### src/rtl/dmem_arbiter.sv
// dmem_arbiter: shares a single-port dmem between two requesters with tagged read return (DMEM_ARB_ROUND_ROBIN_EN selects round-robin over fixed priority)
module dmem_arbiter #(
    parameter int ADDR_W       = 12,
    parameter int DATA_W       = 32,
    parameter int READ_LATENCY = 1
) (
    input  logic              clock,
    input  logic              reset,
    input  logic              req0,
    input  logic [ADDR_W-1:0] addr0,
    input  logic [DATA_W-1:0] wdata0,
    input  logic              we0,
    output logic              gnt0,
    output logic              rvalid0,
    output logic [DATA_W-1:0] rdata0,
    input  logic              req1,
    input  logic [ADDR_W-1:0] addr1,
    input  logic [DATA_W-1:0] wdata1,
    input  logic              we1,
    output logic              gnt1,
    output logic              rvalid1,
    output logic [DATA_W-1:0] rdata1,
    output logic [ADDR_W-1:0] mem_address,
    output logic [DATA_W-1:0] mem_data,
    output logic              mem_wren,
    input  logic [DATA_W-1:0] mem_q
);
    logic                  last_grant;
    logic                  win1;
    logic                  accept;
    logic                  sel_we;
    logic [READ_LATENCY:0] pv;
    logic [READ_LATENCY:0] pid;

    // pick the winner from current requests and the previous grant
    always_comb begin
`ifdef DMEM_ARB_ROUND_ROBIN_EN
        win1 = req1 && (!req0 || !last_grant);
`else
        win1 = req1 && !req0;
`endif
        gnt1   = !reset && win1;
        gnt0   = !reset && req0 && !win1;
        accept = gnt0 || gnt1;
        sel_we = gnt1 ? we1 : we0;
    end

    // register the winning access onto the dmem pins; idle cycles only drop the write enable
    always_ff @(posedge clock or posedge reset) begin
        if (reset) begin
            mem_address <= '0;
            mem_data    <= '0;
            mem_wren    <= 1'b0;
            last_grant  <= 1'b1;
        end else begin
            mem_wren <= accept && sel_we;
            if (accept) begin
                mem_address <= gnt1 ? addr1 : addr0;
                mem_data    <= gnt1 ? wdata1 : wdata0;
                last_grant  <= gnt1;
            end
        end
    end

    // stage 0 lines up with the pins; the top stage lines up with mem_q being valid
    always_ff @(posedge clock or posedge reset) begin
        if (reset) begin
            pv  <= '0;
            pid <= '0;
        end else begin
            pv  <= {pv[READ_LATENCY-1:0], accept && !sel_we};
            pid <= {pid[READ_LATENCY-1:0], gnt1};
        end
    end

    assign rvalid0 = pv[READ_LATENCY] && !pid[READ_LATENCY];
    assign rvalid1 = pv[READ_LATENCY] && pid[READ_LATENCY];
    assign rdata0  = mem_q;
    assign rdata1  = mem_q;
endmodule
### config.mk
export PLATFORM = sky130hd
export DESIGN_NAME = dmem_arbiter
export DESIGN_NICKNAME = d
export VERILOG_FILES = /design/src/rtl/dmem_arbiter.sv
export SDC_FILE = /design/constraint.sdc
export NUM_CORES = 1
export LEC_CHECK = 0
export CAP_MARGIN = 40
export CELL_PAD_IN_SITES_DETAIL_PLACEMENT = 1
export CELL_PAD_IN_SITES_GLOBAL_PLACEMENT = 1
export CORE_MARGIN = 3
export CORE_UTILIZATION = 25
export CTS_CLUSTER_DIAMETER = 150
export CTS_CLUSTER_SIZE = 14
export DETAILED_ROUTE_END_ITERATION = 10
export GPL_TIMING_DRIVEN = 0
export PLACE_DENSITY = 0.79
export SKIP_LAST_GASP = 1
export SYNTH_ARGS = -nofsm -noshare
export SYNTH_HDL_FRONTEND = slang
export SYNTH_SLANG_ARGS = --single-unit
### constraint.sdc
create_clock -name clock -period 1.55 [get_ports clock]
set_input_delay 0.2325 -clock clock [delete_from_list [all_inputs] [get_ports clock]]
set_output_delay 0.2325 -clock clock [all_outputs]
set_load 0.05 [all_outputs]
# ---- Word level (Yosys, flattened, before mapping)
# Index checks and enable logic that the tools add are counted.
dict set report totals {
  mem_bits_ro 0
  elab_cells 22
  input_bits 126
  mem_count 0
  ram_bits 0
  latch_bits 0
  ff_bits 49
  out_inout_bits 113
}
dict set report op_classes {
  n_reduce_logical 14
  n_eq_ne 0
  shifts 0
  n_mul 0
  n_mux 3
  bitwise_logic 0
  addsub 0
  n_div 0
  magnitude_cmp 0
}
# cell count
set op_table {}
lappend op_table {{$mux W32} 1}
lappend op_table {{$mux W12} 1}
lappend op_table {{$logic_and A1 B1 Y1} 8}
lappend op_table {{$logic_not A1 Y1} 5}
lappend op_table {{$logic_or A1 B1 Y1} 1}
lappend op_table {{$mux W1} 1}

# ---- Longest topological paths before layout
# Gate-level depths: netlist of run 1.
dict set report depth {
  depth_word 6
  mapped_depth 5
}

# ---- Worst setup path before layout of run 1
# Ideal clock, no wire load.
dict set report synth_path {
  kind {input-to-reg}
  startpoint {in reset}
  endpoint {reg mem_address[0]}
  n_path_buf 2
  path_slack_ns -0.020
  arrival_ns 1.489
  setup_ns 0.081
  cell_stages 5
  required_ns 1.469
  path_cell_list {buf_6 -> inv_2 -> buf_2 -> nor2_1 -> nor3_2}
}
dict set report synth_between {
  elab_chain_len 4
  word_cells_on_any_way 6
}
# element line_no
set synth_lines {}
lappend synth_lines {{start: declaration} 8} ;# input logic reset,
lappend synth_lines {{$logic_not A1 Y1 (no line) (*)} -}
lappend synth_lines {{$logic_and A1 B1 Y1 (2 in a row)} 43} ;# gnt0 = !reset && req0 && !win1;
lappend synth_lines {{$logic_or A1 B1 Y1} 44} ;# accept = gnt0 || gnt1;
lappend synth_lines {{end signal: assignment} 58} ;# mem_address <= gnt1 ? addr1 : addr0;
lappend synth_lines {{end: declaration} 23} ;# output logic [ADDR_W-1:0] mem_address,
# Mark *: on every way between the ends. The rest lies on a longest branch, timed or not.
# A chain may end at the register's enable or synchronous reset.

# ---- Final worst setup path of run 1
dict set report layout_path {
  startpoint {reg mem_data[2]}
  endpoint {out mem_data[2]}
}
# element line_no
set layout_lines {}
lappend layout_lines {{start: declaration} 24} ;# output logic [DATA_W-1:0] mem_data,
lappend layout_lines {{start signal: assignment} 59} ;# mem_data <= gnt1 ? wdata1 : wdata0;
# No word-level cell between the ends.

==> impl_metrics.csv, run 1 <==
group,metric,value,unit
worst_setup_path,arrival,1.25,ns
worst_setup_path,cp_top_family,"buffers and inverters",
grt,gr-usage-met1,18.12,%
sta,tns,0,ns
worst_setup_path,ff2ff_path_depth,2,
detailed_routing,ant_nets,0,
cts,h-tree-depth,2,
synthesis,synth_top_area_share,35.64,%
final_layout,final_cells,716,
worst_setup_path,end_kind,"output port",
place,port_buffers,205,
final_layout,antenna_cells,0,
worst_setup_path,worstPathCellList,"clkdlybuf4s15_1",
sta,rsz0062_at_grt,"false",
synthesis,synth_warnings,0,
synthesis,synthTopCellsByArea,"dfrtp_1 36%, nor3_2 24%, buf_4 14%, o22ai_2 7.3%, nor2_1 4.9%",
power,power.total,4.963,mW
final_layout,multi_input_area,1469,um^2
detailed_routing,num_vias,3183,
grt,globalRouteMet3Util,4.712,%
detailed_routing,drtIter0Drc,73,
detailed_routing,firstDrtPassIters,4,
floorplan,rows,42,
final_layout,nets,665,
synthesis,synth_nets,453,
synthesis,syn_area_per_cell,10.52,um^2
sta,hold_viol_final,0,
grt,grt_pass1_wl,18.33,mm
cts,cts_setup_buffers,0,
power,power.density,856.8,nW/um^2
floorplan,die_area,15210,um^2
final_layout,syn_to_final_growth,68.36,%
min_path,hold_path_depth,3,
final_layout,layout-drive-gt1-share,38.33,%
final_layout,final-seq-area,1226,um^2
cts,clk_latency,0.29,ns
synthesis,netlist_instances,327,
grt,grt_max_degree,59,
floorplan,start_util,25.78,%
run_status,status,"finished clean",
grt,grt_busiest_layer,"met2",
final_layout,final_cell_mix,"154 x clkdlybuf4s50_1, 81 x nor3_2, 65 x buf_4",
worst_setup_path,crit_path_max_incr_delay,0.57,ns
synthesis,syn_area,3441,um^2
sta,period_share,95.37,%
sta,drv_slew,0,
grt,use_met2,27.12,%
worst_setup_path,crit_cells,1,
grt,grt_overflow,0,
detailed_routing,wl_per_cell,16.45,um
grt,gr-usage-all-layers,15.22,%
detailed_routing,wl,11.78,mm
sta,worstMarginPinSlew,0.7453,ns
job,cap_violations,0,
sta,fmax,676.5,MHz
synthesis,yosys.area.top_type,"dfrtp_1",
floorplan,die_x,123.3,um
synthesis,ys_seq_area_share,35.64,%
cts,clk_pin_slew,0.08,ns
worst_setup_path,crit_fanout,3,
detailed_routing,drc,0,
cts,numClockSinks,49,
detailed_routing,vias_per_cell,4.446,
cts,cts_made_buffers,5,
synthesis,ys_types,23,
sta,skew,0.005122,ns
worst_setup_path,cpMaxStageDelayCell,"clkdlybuf4s15_1",
cts,cts_tree,"done",
worst_setup_path,critical_path_buf_inv_count,1,
cts,cts_root_buffer,"clkbuf_16",
worst_setup_path,start_kind,"flip-flop",
grt,antenna_found_initial,0,
sta,finalSetupViolCount,0,
floorplan,die_y,123.3,um
power,ir_drop,381.3,uV
worst_setup_path,crit_required,1.32,ns
sta,relSlewSlack,50.31,%
final_layout,n_fill_cell,1530,
place,dp_cells,708,
cts,cts_buffer_depth,2,
floorplan,core,13350,um^2
sta,min_period,1.478,ns
final_layout,final_common_cell,"clkdlybuf4s50_1",
place,hpwl,9.207,mm
worst_setup_path,critPathKind,"reg2out",
min_path,min_path_type,"in2reg",
power,power_leakage,2.330,nW
floorplan,ios,239,
sta,holdWs,0.2456,ns
grt,grt_pass1_vias,3619,
place,globalplace.congestion,0.6940,
synthesis,ys_ff_latch,49,
registers in the layout, summed over array words and instances, names as in the netlist:
name and flops:
mem_data 32, mem_address 12, pid 2, pv 2
mem_wren 1
cell families (layout without fill, tap and decap cells):
| family | count (synthesis) | after routing | synth area share [%] |
|---|---|---|---|
| AND/OR/NAND/NOR | 163 | 163 | 34.18 |
| buffers and inverters | 90 | 303 | 21.75 |
| flip-flops | 49 | 49 | 35.64 |
| AO/OA/AOI/OAI | 25 | 25 | 8.436 |
layout make-up:
class / instances / area share (%)
Clock inverter: 3 / 0.3672
Tap cell: 176 / 3.801
Sequential cell: 49 / 21.17
Inverter: 3 / 0.1944
Timing Repair Buffer: 205 / 34.19
Buffer: 87 / 12.76
Multi-Input combinational cell: 188 / 25.36
Clock buffer: 5 / 2.160
final timing paths:
check | slack [ns] | endpoint | startpoint
worst max-delay path | 0.07 | mem_data[2] | mem_data[2]$_DFFE_PP0P_
worst min register to register | 0.35 | pid[1]$_DFF_PP0_ | pid[0]$_DFF_PP0_
worst max register to register | 0.77 | mem_data[4]$_DFFE_PP0P_ | mem_data[4]$_DFFE_PP0P_
min in group asynchronous | 0.29 | mem_data[2]$_DFFE_PP0P_ | reset
worst min-delay path | 0.25 | mem_wren$_DFF_PP0_ | req0
max in group asynchronous | 0.78 | mem_data[30]$_DFFE_PP0P_ | reset
routing by layer:
metal	vias up	wire length [um]	part of all wire, %
met5	-	0	0
met2	157	5865	50
met1	1539	4642	39
li1	1478	-	-
met4	0	74	0.63
met3	9	1199	10
synth_stat cells, drive strengths merged:
cell type	count
nor2	45
nor2b	1
nand2	1
dfrtp	49
clkbuf	5
and2	2
or2	1
o21ba	1
nor3	110
buf	82
a21oi	1
nand3	1
o22ai	23
inv	3
nand2b	2
metrics by stage:
stage	instance area (um^2)	util [%]	worst slack, ns
floorplan	3446	-	0.2183
global placement	5718	42.84	-0.9163
detailed placement	5718	42.84	-0.9193
CTS	5798	43.44	-0.2304
global route	5793	43.40	0.01949
finish	5793	43.40	0.07182
power breakdown:
| part | internal (mW) | total [mW] | switching, mW | leakage (nW) |
|---|---|---|---|---|
| combinational | 0.864 | 2.28 | 1.41 | 1.70 |
| clock | 0.603 | 1.12 | 0.518 | 0.0702 |
| sequential | 1.44 | 1.57 | 0.123 | 0.557 |
| total | 2.91 | 4.96 | 2.05 | 2.33 |
timing repair:
| action | CTS | global route |
|---|---|---|
| setup endpoints to repair | 49 | 4 |
| pin swaps | 0 | 0 |
| hold buffers | 0 | 0 |
| gates resized for setup | 60 | 8 |
| gates cloned | 0 | 0 |
No activity file was read; power rests on OpenSTA's default activity.
==> run 2: changes to the inputs <==
--- a/config.mk
+++ b/config.mk
@@ -5,16 +5,16 @@
 export SDC_FILE = /design/constraint.sdc
 export NUM_CORES = 1
 export LEC_CHECK = 0
+export ABC_AREA = 1
 export CAP_MARGIN = 40
 export CELL_PAD_IN_SITES_DETAIL_PLACEMENT = 1
 export CELL_PAD_IN_SITES_GLOBAL_PLACEMENT = 1
-export CORE_MARGIN = 3
-export CORE_UTILIZATION = 25
+export CORE_UTILIZATION = 23
 export CTS_CLUSTER_DIAMETER = 150
 export CTS_CLUSTER_SIZE = 14
 export DETAILED_ROUTE_END_ITERATION = 10
 export GPL_TIMING_DRIVEN = 0
-export PLACE_DENSITY = 0.79
+export PLACE_DENSITY = 0.8
 export SKIP_LAST_GASP = 1
 export SYNTH_ARGS = -nofsm -noshare
 export SYNTH_HDL_FRONTEND = slang
==> impl_metrics.csv, run 2 <==
group,metric,value,unit
run_status,status,"finished clean",
sta,min_period,1.477,ns
synthesis,synth_common_cells,"181 x nand2_1, 73 x buf_4, 49 x dfrtp_1",
sta,drv_slew,0,
floorplan,rows,42,
min_path,min_path_type,"reg2reg",
detailed_routing,wl_per_cell,14.70,um
sta,skew,0.0003455,ns
place,dpl_cell_area,5493,um^2
worst_setup_path,end_kind,"output port",
cts,postCtsHoldBufs,0,
sta,period_share,95.27,%
grt,grt_busiest_layer,"met2",
sta,finalSetupViolCount,0,
sta,relSlewSlack,63.06,%
final_layout,antenna_cells,0,
floorplan,core,13400,um^2
sta,rsz0062_at_grt,"true",
grt,grt_pass1_vias,3726,
synthesis,synthArstFlopShare,100.0,%
final_layout,top_register,"mem_data",
final_layout,layout-drive-gt1-share,17.24,%
synthesis,synth_nets,553,
grt,antenna_found_initial,0,
final_layout,syn_to_final_growth,78.04,%
worst_setup_path,ff2ff_path_depth,2,
final_layout,n_fill_cell,1644,
final_layout,final_common_cell,"nand2_1",
cts,cts_made_buffers,5,
worst_setup_path,crit_required,1.32,ns
detailed_routing,firstDrtPassIters,4,
floorplan,die_area,14420,um^2
cts,clk_latency,0.29,ns
final_layout,nets,769,
worst_setup_path,start_kind,"input port",
synthesis,syn_area_per_cell,7.513,um^2
detailed_routing,ant_nets,0,
detailed_routing,drc,0,
grt,use_met2,28.77,%
synthesis,yosys.area.top_type,"dfrtp_1",
synthesis,ys_ff_latch,49,
final_layout,largestRegisters,"mem_data (32), mem_address (12)",
power,power.total,5.116,mW
cts,cts_buffer_depth,2,
floorplan,ios,239,
sta,tns,0,ns
detailed_routing,wl,12.06,mm
grt,gr-usage-met1,20.63,%
synthesis,synthTopCellsByArea,"dfrtp_1 38%, nand2_1 21%, buf_4 17%, nand3b_1 10%, nand3_1 7.2%",
cts,cts_root_buffer,"clkbuf_16",
final_layout,largest_reg_flops,32,
min_path,hold_path_depth,0,
detailed_routing,vias_per_cell,4.296,
power,power.density,895.8,nW/um^2
place,globalplace.congestion,0.7462,
synthesis,synth_warnings,0,
cts,h-tree-depth,2,
synthesis,ys_types,13,
place,port_buffers,206,
grt,grt_max_degree,59,
sta,fmax,677.2,MHz
grt,globalRouteMet3Util,3.612,%
synthesis,netlist_instances,427,
synthesis,synth_most_common_cell,"nand2_1",
floorplan,die_x,120.1,um
floorplan,start_util,23.94,%
synthesis,synth-edff-count,0,
worst_setup_path,arrival,1.24,ns
final_layout,final_cell_mix,"181 x nand2_1, 155 x clkdlybuf4s50_1, 75 x buf_4",
cts,numClockSinks,49,
grt,gr-usage-all-layers,16.49,%
detailed_routing,num_vias,3523,
power,ir_drop,558.2,uV
worst_setup_path,crit_fanout,14,
sta,hold_viol_final,0,
detailed_routing,drtIter0Drc,140,
synthesis,syn_area,3208,um^2
place,hpwl,9.200,mm
power,power_leakage,2.888,nW
sta,worstMarginPinSlew,0.5563,ns
grt,grt_pass1_wl,18.83,mm
synthesis,ys.flop_type,"dfrtp_1",
synthesis,ys_seq_area_share,38.22,%
grt,grt_overflow,0,
job,cap_violations,0,
floorplan,die_y,120.1,um
cts,clk_pin_slew,0.07,ns
final_layout,finalInstanceArea,5712,um^2
worst_setup_path,rrSetupSlack,0.92,ns
synthesis,synth_top_area_share,38.22,%
cts,cts_tree,"done",
worst_setup_path,critPathKind,"in2out",
run 2: path summary, 6_finish.rpt:
path,from,end
min in group asynchronous,reset,mem_data[19]$_DFFE_PP0P_
max reg2reg,mem_address[1]$_DFFE_PP0P_,mem_address[1]$_DFFE_PP0P_
min reg2reg,pv[0]$_DFF_PP0_,pv[1]$_DFF_PP0_
max,reset,gnt1
max in group asynchronous,reset,mem_data[15]$_DFFE_PP0P_
min,pv[0]$_DFF_PP0_,pv[1]$_DFF_PP0_
run 2: cells by family after synthesis:
kind of cell           share of synthesized area [%]
AO/OA/AOI/OAI                                 0.5072
buffers and inverters                          21.33
flip-flops                                     38.22
AND/OR/NAND/NOR                                39.94
run 2: repair_timing:
action / in CTS / in global routing
gates resized for setup: 63 / 12
buffers inserted: 0 / 3
setup endpoints to repair: 58 / 13
cloned: 0 / 1
run 2: final cells by class:
type | count | area (um^2) | share of cell area (%)
repair buffers | 210 | 2056 | 35.99
inverters | 8 | 30.03 | 0.5257
multi-input cells | 278 | 1310 | 22.94
clock buffers | 5 | 125.1 | 2.191
clock inverters | 3 | 65.06 | 1.139
plain buffers | 91 | 679.4 | 11.89
well taps | 176 | 220.2 | 3.855
flip-flops and latches | 49 | 1226 | 21.47
run 2: routing by layer:
metal / wire length (um) / vias to the layer above
met2: 5773 / 158
met4: 142 / 0
li1: - / 1708
met5: 0 / -
met3: 820 / 11
met1: 5317 / 1646
run 2: through the flow:
stage	std cells	hold WS (ns)	worst slack [ns]	utilization [%]
after floorplan	427	0.3312	0.2317	-
after global placement	809	0.3325	-0.9906	40.99
after detailed placement	809	0.3450	-1.025	40.99
after CTS	817	0.3615	-0.2476	42.09
after global routing	820	0.3705	-0.01805	42.62
final	820	0.3578	0.07328	42.62
run 2: report_power, final:
group / internal (mW) / switching, mW / total (mW)
logic: 0.785 / 1.38 / 2.16
clock network: 0.923 / 0.500 / 1.42
registers: 1.44 / 0.0890 / 1.53
total: 3.15 / 1.97 / 5.12
run 2: critical path, cell delays in order:
cell and delay, ns:
clkdlybuf4s50_1 0.50, inv_2 0.06, nand3_4 0.09, buf_8 0.15
inv_2 0.06, buf_8 0.14
==> run 3: changes to the inputs <==
--- a/config.mk
+++ b/config.mk
@@ -16,6 +16,7 @@
 export GPL_TIMING_DRIVEN = 0
 export PLACE_DENSITY = 0.8
 export SKIP_LAST_GASP = 1
+export SLEW_MARGIN = 15
 export SYNTH_ARGS = -nofsm -noshare
 export SYNTH_HDL_FRONTEND = slang
 export SYNTH_SLANG_ARGS = --single-unit
==> results of run 3 <==
Final layout, timing and power as in run 2 (identical DEF).
